$ cat src/rtl/usb_rx_pkg.sv
// Shared types and constants for the USB receive path.
package usb_rx_pkg;

  localparam logic [7:0] USB_SYNC_BYTE     = 8'h80;
  localparam int         USB_MAX_PKT_BYTES = 64;

  typedef enum logic [3:0] {
    IDLE          = 4'd0,
    SYNC_RCV      = 4'd1,
    CHECK_SYNC    = 4'd2,
    RCV_DATA      = 4'd3,
    STORE         = 4'd4,
    EOP_CHECK     = 4'd5,
    EOP_DONE      = 4'd6,
    ERR_WAIT_EOP  = 4'd7,
    ERR_WAIT_EDGE = 4'd8,
    ERR_IDLE      = 4'd9
  } rcv_state_t;

endpackage

$ cat src/rtl/usb_rcv_ctrl.sv
// USB receive control: frames packets, validates SYNC, strobes each data
// byte into the RX FIFO and flags framing errors (bad SYNC, EOP mid-byte,
// oversize packet).
module usb_rcv_ctrl
  import usb_rx_pkg::*;
#(
  parameter logic [7:0] SYNC_BYTE = USB_SYNC_BYTE,
  parameter int         MAX_BYTES = USB_MAX_PKT_BYTES
) (
  input  logic       clk,
  input  logic       n_rst,
  input  logic       d_edge,
  input  logic       eop,
  input  logic       shift_enable,
  input  logic       byte_received,
  input  logic [7:0] rcv_data,
  output logic       rcving,
  output logic       w_enable,
  output logic       r_error,
  output logic [7:0] byte_cnt
);

  localparam logic [7:0] MAX_CNT = 8'(MAX_BYTES);

  rcv_state_t state;
  rcv_state_t next_state;
  logic       eoe;
  logic       pkt_start;

  // End of packet is only meaningful at a bit sample point.
  assign eoe       = eop && shift_enable;
  assign pkt_start = ((state == IDLE) || (state == ERR_IDLE)) && d_edge;

  // State register.
  // NOTE: sequential state uses non-blocking assignments so every flop
  // samples pre-edge values regardless of block evaluation order.
  always_ff @(posedge clk or negedge n_rst) begin
    if (!n_rst) state <= IDLE;
    else        state <= next_state;
  end

  // Next-state logic.
  always_comb begin
    // NOTE: default assignment first so no path leaves next_state unassigned
    // and no latch is inferred.
    next_state = state;
    unique case (state)
      IDLE:          if (d_edge) next_state = SYNC_RCV;
      SYNC_RCV: begin
        if (eoe)                next_state = ERR_WAIT_EDGE;
        else if (byte_received) next_state = CHECK_SYNC;
      end
      CHECK_SYNC:    next_state = (rcv_data == SYNC_BYTE) ? RCV_DATA : ERR_WAIT_EOP;
      RCV_DATA: begin
        // eoe wins over a coincident byte_received: a byte cut by EOP is dropped.
        if (eoe)                next_state = ERR_WAIT_EDGE;
        else if (byte_received) next_state = (byte_cnt == MAX_CNT) ? ERR_WAIT_EOP : STORE;
      end
      STORE:         next_state = EOP_CHECK;
      EOP_CHECK: begin
        // A non-EOP sample here is the first bit of the next byte; the bit
        // timer keeps counting it, so just resume data reception.
        if (shift_enable) next_state = eop ? EOP_DONE : RCV_DATA;
      end
      EOP_DONE:      if (d_edge) next_state = IDLE;
      ERR_WAIT_EOP:  if (eoe)    next_state = ERR_WAIT_EDGE;
      ERR_WAIT_EDGE: if (d_edge) next_state = ERR_IDLE;
      ERR_IDLE:      if (d_edge) next_state = SYNC_RCV;
      default:       next_state = IDLE;
    endcase
  end

  // Data byte counter: cleared at packet start, counts each stored byte,
  // saturates at MAX_BYTES and holds after the packet ends.
  always_ff @(posedge clk or negedge n_rst) begin
    if (!n_rst)                                   byte_cnt <= 8'd0;
    else if (pkt_start)                           byte_cnt <= 8'd0;
    else if ((state == STORE) && (byte_cnt != MAX_CNT)) byte_cnt <= byte_cnt + 8'd1;
  end

  // Moore output decode from the registered state.
  always_comb begin
    rcving   = (state != IDLE) && (state != ERR_IDLE);
    w_enable = (state == STORE);
    r_error  = (state == ERR_WAIT_EOP) || (state == ERR_WAIT_EDGE) || (state == ERR_IDLE);
  end

endmodule

$ cat config.mk
export PLATFORM = sky130hd
export DESIGN_NAME = usb_rcv_ctrl
export DESIGN_NICKNAME = d
export VERILOG_FILES = /design/src/rtl/usb_rx_pkg.sv /design/src/rtl/usb_rcv_ctrl.sv
export SDC_FILE = /design/constraint.sdc
export NUM_CORES = 1
export LEC_CHECK = 0
export BUFFER_PORTS_ARGS = -buffer_cell sky130_fd_sc_hd__buf_2
export CAP_MARGIN = 20
export CORE_MARGIN = 1.5
export CORE_UTILIZATION = 50
export CTS_CLUSTER_SIZE = 30
export DETAILED_ROUTE_END_ITERATION = 8
export PLACE_DENSITY = 0.77
export SETUP_SLACK_MARGIN = 0.2
export SYNTH_ARGS = -nofsm -noshare
export SYNTH_HDL_FRONTEND = slang
export SYNTH_SLANG_ARGS = --single-unit
$ cat constraint.sdc
create_clock -name clk -period 2.1 [get_ports clk]
set_input_delay 0.21 -clock clk [delete_from_list [all_inputs] [get_ports clk]]
set_output_delay 0.21 -clock clk [all_outputs]
set_load 0.02 [all_outputs]
==> results of run 1 <==
-- power by group through the flow --
| stage | combinational [mW] | clock [mW] | sequential, mW |
|---|---|---|---|
| after floorplan | 0.563 | 0 | 0.349 |
| after global placement | 0.793 | 0 | 0.328 |
| after detailed placement | 0.800 | 0 | 0.330 |
| after CTS | 0.808 | 0.147 | 0.325 |
| after global routing | 0.904 | 0.153 | 0.335 |
| final | 0.815 | 0.142 | 0.328 |
-- repair_timing --
item / CTS / global route
endpoints found under the hold margin: 12 / 0
setup endpoints to repair: 0 / 1
hold buffers: 1 / 0
gates resized for setup: 0 / 1
-- final cells by class --
cell class / count / area (µm²) / area share
Sequential cell: 12 / 300 / 0.278
Timing Repair Buffer: 31 / 175 / 0.162
Tap cell: 17 / 21.3 / 0.0197
Clock buffer: 3 / 22.5 / 0.0209
Multi-Input combinational cell: 74 / 538 / 0.498
Inverter: 6 / 22.5 / 0.0209
-- layer usage --
metal	share of wire	vias to the layer above	GRT usage
met1	0.50	371	0.302
met2	0.46	18	0.314
li1	-	412	-
met3	0.039	3	0.0600
met4	0.0053	0	0.0765
met5	0	-	0
-- critical path: cells and delay by family (launching register included) --
kind / cells / cell delay [ns]
buf+inv: 2 / 0.27
flops: 1 / 0.38
simple gates: 1 / 0.61
-- Yosys cell counts (2+ instances only) --
| cell type | instances | area share |
|---|---|---|
| sky130_fd_sc_hd__inv_1 | 6 | 0.025 |
| sky130_fd_sc_hd__nand2_1 | 7 | 0.030 |
| sky130_fd_sc_hd__nor2_1 | 9 | 0.038 |
| sky130_fd_sc_hd__o21ai_0 | 4 | 0.023 |
| sky130_fd_sc_hd__ha_1 | 2 | 0.028 |
| sky130_fd_sc_hd__a32o_1 | 5 | 0.056 |
| sky130_fd_sc_hd__o211ai_1 | 2 | 0.017 |
| sky130_fd_sc_hd__nor3_1 | 2 | 0.011 |
| sky130_fd_sc_hd__nand4_1 | 3 | 0.021 |
| sky130_fd_sc_hd__nor2b_1 | 3 | 0.021 |
| sky130_fd_sc_hd__buf_2 | 2 | 0.011 |
| sky130_fd_sc_hd__xnor2_1 | 6 | 0.059 |
| sky130_fd_sc_hd__clkbuf_1 | 3 | 0.013 |
| sky130_fd_sc_hd__dfrtp_1 | 12 | 0.34 |
| sky130_fd_sc_hd__nand3_1 | 2 | 0.011 |
| sky130_fd_sc_hd__nand2b_1 | 3 | 0.021 |
| sky130_fd_sc_hd__xor2_1 | 2 | 0.020 |
-- kinds of logic (layout without fill, tap and decap cells) --
family | Yosys count | after routing | share of synthesized area
xor+xnor | 8 | 8 | 0.0791
simple gates | 41 | 41 | 0.283
fa+ha+maj | 2 | 2 | 0.0282
compound gates | 21 | 21 | 0.189
buf+inv | 12 | 40 | 0.0579
flops | 12 | 12 | 0.339
mux | 2 | 2 | 0.0240
-- final timing paths --
kind,from,endpoint,slack [ns]
max reg2reg,state[1],state[3],0.47
max,state[1],w_enable,0.35
min,n_rst,byte_cnt[6],0.32
min in group clk,d_edge,state[1],0.36
min reg2reg,byte_cnt[3],byte_cnt[3],0.60
max in group asynchronous,n_rst,byte_cnt[0],1.56
-- per-stage QoR --
stage	utilization	worst slack (ns)
2_1_floorplan	-	0.419
3_3_place_gp	0.618	0.409
3_5_place_dp	0.618	0.371
4_1_cts	0.637	0.222
5_1_grt	0.639	0.328
6_report	0.639	0.348
-- flip-flops by register name, summed over array words and instances, names as in the netlist --
name and cells:
state 4, byte_cnt 8
==> impl_metrics.csv, run 1 <==
group,metric,value,unit
status,outcome,"finished, final reports clean",
cts,clock_tree_from_tritoncts,"built",
floorplanning,starting_utilization_of_the_core_area,0.524,
synth,netlist_area,886,µm²
finish,design.final.nets,144,
sta,max_freq,571,MHz
setup_path,endpoint_arrival_time_on_the_critical_path,1.54,ns
finish,area_growth,21.9,%
finish,finish.instance_area,1080,µm²
placed_design,placedInstanceArea,1040,µm²
synth,syn_area_per_cell,9.04,µm²
floorplanning,core_area,1690,µm²
finish,most_common_cell_after_layout_fill_and_taps_aside,"sky130_fd_sc_hd__buf_2",
sta,final_period_minus_worst_setup_slack,1.75,ns
sta,layout_worst_path_cycle_share,0.834,
synth,prevailing_post_synth_register_cell,"sky130_fd_sc_hd__dfrtp_1",
synth,mappedNetlistNets,114,
drt,drt_first_iter_violations,17,
cts,cts-htree-levels,1,
pwr,power.combinational.fraction,0.635,
cts,cts_buffers,3,
global_route,number_of_antenna_violations_at_the_first_check_in_global_routing,0,
sta,report.final.slew_viol_count,0,
setup_path,crit_fanout,7,
placed_design,count_of_buffers_inserted_at_the_top_level_ports,24,
cts,ctsLongestPathBuffers,2,
sta,timing.final.setup_violations,0,
min_path,min-delay-path-class,"primary input to asynchronous set/reset pin",
synth,post_synth_inst_count,98,
synth,ys_seq_elements,12,
floorplanning,rows,15,
drt,detail_route.wl_per_cell,13.3,µm
sta,setup_tns,0,ns
cts,clkSinkCount,12,
setup_path,timing.critical_path.from_type,"register",
placed_design,place.gp.congestion,0.791,
drt,routed-via-count,804,
setup_path,path_class,"register to output pin",
floorplanning,design.die.area,2030,µm²
pwr,clkPwrFrac,0.110,
synth,seq_area_frac_synth,0.339,
synth,synth_edf_count,0,
cts,clockRootBuffer,"sky130_fd_sc_hd__clkbuf_4",
floorplanning,fp.dieW,45.1,µm
drt,wirelength_routed,1900,µm
setup_path,critPathCaptureType,"output pin",
global_route,grt_pass1_wl,3140,µm
pwr,p_int,0.708,mW
sta,hold-worst-slack,0.322,ns
finish,final_cells,143,
setup_path,worst-endpoint-required,1.89,ns
cts,worstSkewPairLatency,0.28,ns
drt,drt_drc_violations_left,0,
cts,clk_pin_slew_worst_paths,0.08,ns
setup_path,slowest_stage,"sky130_fd_sc_hd__or4b_4",
cts,cts_setup_buffers,0,
placed_design,detailedPlacementHpwl,1450,µm
setup_path,critical-path-max-stage-delay,0.61,ns
run,drv.max_cap_violation_count,0,
floorplanning,floorplan.io_pins,25,
sta,rsz0062_at_grt,"false",
pwr,pwr-share-seq,0.255,
floorplanning,fp.dieH,45.1,µm
sta,headroom_to_the_max_slew_limit,0.667,
sta,hold_violations,0,
synth,synth.distinct_cells,42,
pwr,static-leakage-power,0.516,nW
setup_path,critical_path_cell_by_cell,"or4b_4 -> inv_1 -> buf_2",
global_route,grt-ovfl-total,0,
placed_design,dp_cells,139,
finish,drive_above_1_share,0.333,
pwr,switching_power,0.577,mW
pwr,power_density,1190,nW/µm²
finish,fill_cells,155,
drt,vias_per_cell,5.62,
finish,most-common-layout-cells,"24 x sky130_fd_sc_hd__buf_2, 12 x sky130_fd_sc_hd__dfrtp_1, 9 x sky130_fd_sc_hd__nor2_1",
global_route,largest_net_degree_at_the_start_of_global_routing,13,
setup_path,worst-r2r-cell-count,5,
drt,detail_route.first_pass.iterations,5,
global_route,all_layer_global_routing_usage,0.215,
synth,synth-warning-count,0,
synth,synthArstFlopShare,1.00,
pwr,fraction_of_power_spent_switching_nets,0.449,
sta,clock_skew,0.00894,ns
sta,worst_slew_pin_slew,0.498,ns
pwr,totalPowerFinal,1.28,mW
finish,antennaDiodeCount,0,
drt,antenna_left,0,
pwr,ir_drop,0.757,mV
global_route,first_global_vias,713,
Note: power is estimated with default switching activity, not from simulation.
==> run 2: changes to the inputs <==
- CORE_UTILIZATION: 50 -> 45
- PLACE_DENSITY: 0.77 -> 0.73
- clock period: 2.1 -> 1.5 ns (I/O delays scaled with it)
==> impl_metrics.csv, run 2 (synthesis results as in run 1) <==
group,metric,value,unit
cts,clkSinkCount,12,
placed_design,count_of_buffers_inserted_at_the_top_level_ports,24,
sta,hold_violations,0,
global_route,largest_net_degree_at_the_start_of_global_routing,13,
placed_design,placement.setup.worst_slack,-0.144,ns
status,violations,"negative setup slack",
finish,largest_reg_flops,8,
cts,worstSkewPairLatency,0.28,ns
drt,vias_per_cell,5.70,
finish,postLayoutCoreUtil,0.792,
sta,clock_skew,0.00981,ns
setup_path,reg2reg_to,"byte_cnt[4]",
floorplanning,floorplan.io_pins,25,
drt,antenna_left,0,
sta,worst_slew_pin_slew,0.376,ns
sta,max_freq,592,MHz
drt,detail_route.first_pass.iterations,4,
pwr,static-leakage-power,0.702,nW
run,drv.max_cap_violation_count,0,
cts,clock_tree_from_tritoncts,"built",
sta,timing.final.setup_violations,11,
finish,antennaDiodeCount,0,
global_route,number_of_antenna_violations_at_the_first_check_in_global_routing,0,
drt,wl_on_met1,1130,µm
drt,wl_met3,168,µm
cts,cts_buffers,3,
placed_design,detailedPlacementHpwl,1660,µm
setup_path,critical_path_cell_by_cell,"or4b_1 -> buf_6 -> buf_4 -> nor3_4 -> xnor2_1 -> nor2_1",
drt,drt_first_iter_violations,55,
setup_path,path_class,"register to register",
drt,dr.max_layer_used,"met4",
placed_design,place.gp.congestion,0.862,
sta,layout_worst_path_cycle_share,1.13,
setup_path,worst-r2r-cell-count,6,
min_path,min-delay-path-class,"primary input to asynchronous set/reset pin",
finish,largest_register,"byte_cnt",
sta,report.final.slew_viol_count,0,
finish,area_growth,59.3,%
drt,wirelength_routed,2660,µm
sta,headroom_to_the_max_slew_limit,0.749,
cts,clockRootBuffer,"sky130_fd_sc_hd__clkbuf_4",
finish,design.final.nets,165,
drt,routed-via-count,986,
floorplanning,design.die.area,2240,µm²
setup_path,worst-endpoint-required,1.66,ns
pwr,power_density,1780,nW/µm²
setup_path,critPathCaptureType,"register",
floorplanning,core_area,1780,µm²
setup_path,critical-path-max-stage-delay,0.53,ns
drt,detail_route.wl_per_cell,15.4,µm
finish,drive_above_1_share,0.507,
pwr,totalPowerFinal,2.51,mW
finish,top_regs,"byte_cnt: 8 flops, state: 4 flops",
sta,final_period_minus_worst_setup_slack,1.69,ns
floorplanning,starting_utilization_of_the_core_area,0.497,
floorplanning,fp.dieW,47.4,µm
pwr,ir_drop,1.32,mV
setup_path,crit_fanout,7,
setup_path,setup.reg_to_reg.worst_slack,-0.19,ns
setup_path,timing.critical_path.from_type,"register",
sta,setup_slack,-0.190,ns
global_route,first_global_vias,822,
finish,finish.instance_area,1410,µm²
finish,most_common_cell_after_layout_fill_and_taps_aside,"sky130_fd_sc_hd__buf_4",
finish,most-common-layout-cells,"22 x sky130_fd_sc_hd__buf_4, 21 x sky130_fd_sc_hd__buf_2, 12 x sky130_fd_sc_hd__dfrtp_1",
floorplanning,rows,15,
cts,cts-htree-levels,1,
setup_path,timing.rr.start,"state[1]",
setup_path,slowest_stage,"sky130_fd_sc_hd__or4b_1",
global_route,all_layer_global_routing_usage,0.233,
global_route,grt_pass1_wl,3670,µm
drt,drt_drc_violations_left,0,
global_route,grt-ovfl-total,0,
placed_design,placedInstanceArea,1190,µm²
cts,clk_pin_slew_worst_paths,0.08,ns
floorplanning,fp.dieH,47.4,µm
sta,rsz0062_at_grt,"true",
setup_path,endpoint_arrival_time_on_the_critical_path,1.85,ns
cts,ctsLongestPathBuffers,2,
status,outcome,"finished with violations",
drt,met2WireLength,1280,µm
[run 2: area by class of cell]
cell class                      instances  area [µm²]
Clock buffer                            4        36.3
Fill cell                             112         372
Inverter                                6        25.0
Multi-Input combinational cell         74         648
Sequential cell                        12         300
Tap cell                               25        31.3
Timing Repair Buffer                   52         370
[run 2: report_power, final]
| part | internal, mW | switching [mW] |
|---|---|---|
| registers | 0.397 | 0.0387 |
| logic | 0.883 | 0.927 |
| clock network | 0.148 | 0.113 |
| total | 1.43 | 1.08 |
[run 2: layer usage]
metal  vias to the layer above  global-route usage
met3                        10              0.0385
met1                       467               0.314
met5                         -                   0
met4                         0               0.106
met2                        50               0.365
li1                        459                   -
[run 2: worst max-delay path by stage]
stage | startpoint | endpoint | slack [ns] | depth (start not counted)
6_report | state[1] | byte_cnt[4] | -0.19 | 6
5_1_grt | state[1] | byte_cnt[4] | -0.24 | 6
4_1_cts | state[1] | w_enable | -0.16 | 4
3_5_place_dp | state[3] | byte_cnt[0] | -0.14 | 5
3_3_place_gp | state[3] | byte_cnt[5] | -0.10 | 5
2_1_floorplan | state[0] | byte_cnt[0] | -0.09 | 5
[run 2: timing repair]
item | CTS | global route
hold buffers | 1 | 0
buffers inserted | 5 | 3
pin swaps | 11 | 9
setup endpoints to repair | 15 | 15
resized for setup | 21 | 6
hold endpoints to repair | 12 | 0
[run 2: metrics by stage]
step	hold WS [ns]	cells	TNS, ns
3_5_place_dp	0.0389	160	-0.934
4_1_cts	0.271	170	-0.667
2_1_floorplan	-0.146	98	-0.391
3_3_place_gp	0.0346	160	-0.456
5_1_grt	0.312	173	-1.51
6_report	0.261	173	-1.02
[run 2: worst max-delay path, delay by kind of cell, from the launching register on]
kind                   cells  cell delay, ns
XOR/XNOR                   1            0.16
flip-flops                 1            0.38
buffers and inverters      2            0.31
AND/OR/NAND/NOR            3            0.73
==> run 3: changes to the inputs <==
- GPL_TIMING_DRIVEN: unset -> 1
- RECOVER_POWER: unset -> 100
==> impl_metrics.csv, run 3 (synthesis results as in run 1) <==
group,metric,value,unit
floorplanning,fp.dieW,47.4,µm
finish,largest_reg_flops,8,
setup_path,timing.critical_path.from_type,"register",
setup_path,endpoint_arrival_time_on_the_critical_path,1.85,ns
cts,cts_buffers,3,
setup_path,critPathCaptureType,"register",
min_path,min-delay-path-class,"primary input to register",
floorplanning,fp.dieH,47.4,µm
floorplanning,core_area,1780,µm²
cts,ctsLongestPathBuffers,2,
sta,hold_violations,0,
sta,max_freq,592,MHz
setup_path,path_class,"register to register",
sta,report.final.slew_viol_count,0,
sta,clock_skew,0.0112,ns
finish,drive_above_1_share,0.439,
drt,wirelength_routed,2650,µm
cts,cts-htree-levels,1,
run,drv.max_cap_violation_count,0,
drt,routed-via-count,981,
finish,area_growth,56.6,%
cts,worstSkewPairLatency,0.28,ns
sta,rsz0062_at_grt,"true",
drt,detail_route.first_pass.iterations,4,
finish,antennaDiodeCount,0,
placed_design,placement.setup.worst_slack,-0.144,ns
finish,design.final.nets,165,
setup_path,worst-endpoint-required,1.66,ns
finish,most-common-layout-cells,"20 x sky130_fd_sc_hd__buf_4, 14 x sky130_fd_sc_hd__buf_2, 12 x sky130_fd_sc_hd__dfrtp_1",
min_path,timing.hold.worst_path_depth,4,
finish,largest_register,"byte_cnt",
pwr,static-leakage-power,0.660,nW
finish,fill_cells,121,
finish,most_common_cell_after_layout_fill_and_taps_aside,"sky130_fd_sc_hd__buf_4",
status,outcome,"finished with violations",
drt,antenna_left,0,
floorplanning,starting_utilization_of_the_core_area,0.497,
global_route,met3_usage,0.0385,
global_route,groute.layer.met2.usage,0.365,
cts,clkSinkCount,12,
sta,setup_slack,-0.190,ns
finish,top_regs,"byte_cnt: 8 flops, state: 4 flops",
drt,vias_per_cell,5.67,
setup_path,critical_path_cell_by_cell,"or4b_1 -> buf_6 -> buf_4 -> nor3_4 -> xnor2_1 -> nor2_1",
placed_design,place.gp.congestion,0.862,
sta,headroom_to_the_max_slew_limit,0.574,
global_route,all_layer_global_routing_usage,0.233,
finish,register_area,300,µm²
status,violations,"negative setup slack",
cts,clk_pin_slew_worst_paths,0.08,ns
sta,layout_worst_path_cycle_share,1.13,
placed_design,placedInstanceArea,1190,µm²
pwr,ir_drop,1.30,mV
global_route,grt_use_met1,0.314,
pwr,power_density,1790,nW/µm²
placed_design,detailedPlacementHpwl,1660,µm
finish,postLayoutCoreUtil,0.778,
global_route,largest_net_degree_at_the_start_of_global_routing,13,
cts,clockRootBuffer,"sky130_fd_sc_hd__clkbuf_4",
floorplanning,design.die.area,2240,µm²
global_route,number_of_antenna_violations_at_the_first_check_in_global_routing,0,
global_route,grt.busiest_layer,"met2",
floorplanning,rows,15,
drt,detail_route.wl_per_cell,15.3,µm
placed_design,dp_cells,160,
drt,drt_drc_violations_left,0,
sta,worst_slew_pin_slew,0.638,ns
setup_path,critical-path-max-stage-delay,0.53,ns
sta,hold-worst-slack,0.306,ns
setup_path,crit_fanout,7,
setup_path,slowest_stage,"sky130_fd_sc_hd__or4b_1",
global_route,grt_pass1_wl,3670,µm
cts,clock_tree_from_tritoncts,"built",
setup_path,worst-r2r-cell-count,6,
sta,timing.final.setup_violations,11,
finish,final_cells,173,
drt,drt_first_iter_violations,40,
finish,finish.instance_area,1390,µm²
finish,multi_input_area,648,µm²
placed_design,count_of_buffers_inserted_at_the_top_level_ports,24,
global_route,grt-ovfl-total,0,
global_route,first_global_vias,822,
floorplanning,floorplan.io_pins,25,
sta,final_period_minus_worst_setup_slack,1.69,ns
run 3: report_power, final:
group | leakage, nW | internal, mW | switching (mW) | total [mW]
Combinational | 0.478 | 0.855 | 0.926 | 1.78
Sequential | 0.161 | 0.397 | 0.0384 | 0.436
Clock | 0.0210 | 0.148 | 0.114 | 0.261
run 3: layout make-up:
class,instances,share of cell area
clock buffers,4,0.0261
multi-input cells,74,0.467
inverters,6,0.0180
well taps,25,0.0225
repair buffers,52,0.250
flip-flops and latches,12,0.216
run 3: repair_timing:
action | 4_1_cts | 5_1_grt
pin swaps | 11 | 9
buffers inserted | 5 | 3
endpoints found under the hold margin | 12 | 0
gates resized for setup | 21 | 6
gates cloned | 0 | 0
hold buffers | 1 | 0
endpoints found under the setup margin | 15 | 15
run 3: per-stage QoR:
stage	total power, mW	TNS [ns]
2_1_floorplan	1.34	-0.391
6_report	2.48	-0.971
3_3_place_gp	1.74	-0.456
5_1_grt	2.60	-1.54
3_5_place_dp	1.77	-0.934
4_1_cts	2.33	-0.667
run 3: path summary, 6_finish.rpt:
check | start | to | slack [ns]
max | state[1] | byte_cnt[4] | -0.19
min | eop | state[2] | 0.31
max reg2reg | state[1] | byte_cnt[4] | -0.19
min reg2reg | byte_cnt[1] | byte_cnt[1] | 0.63
max in group asynchronous | n_rst | state[3] | 0.68
min in group asynchronous | n_rst | byte_cnt[7] | 0.39
run 3: critical path: cells and delay by family, from the launching register on:
kind          cells  cell delay [ns]
simple gates      3             0.73
flops             1             0.37
buf+inv           2             0.31
xor+xnor          1             0.16
run 3: routing by layer:
| layer | up-vias | wire length [µm] |
|---|---|---|
| met5 | - | 0 |
| met4 | 0 | 78 |
| met3 | 10 | 131 |
| met2 | 41 | 1290 |
| met1 | 471 | 1140 |
| li1 | 459 | - |
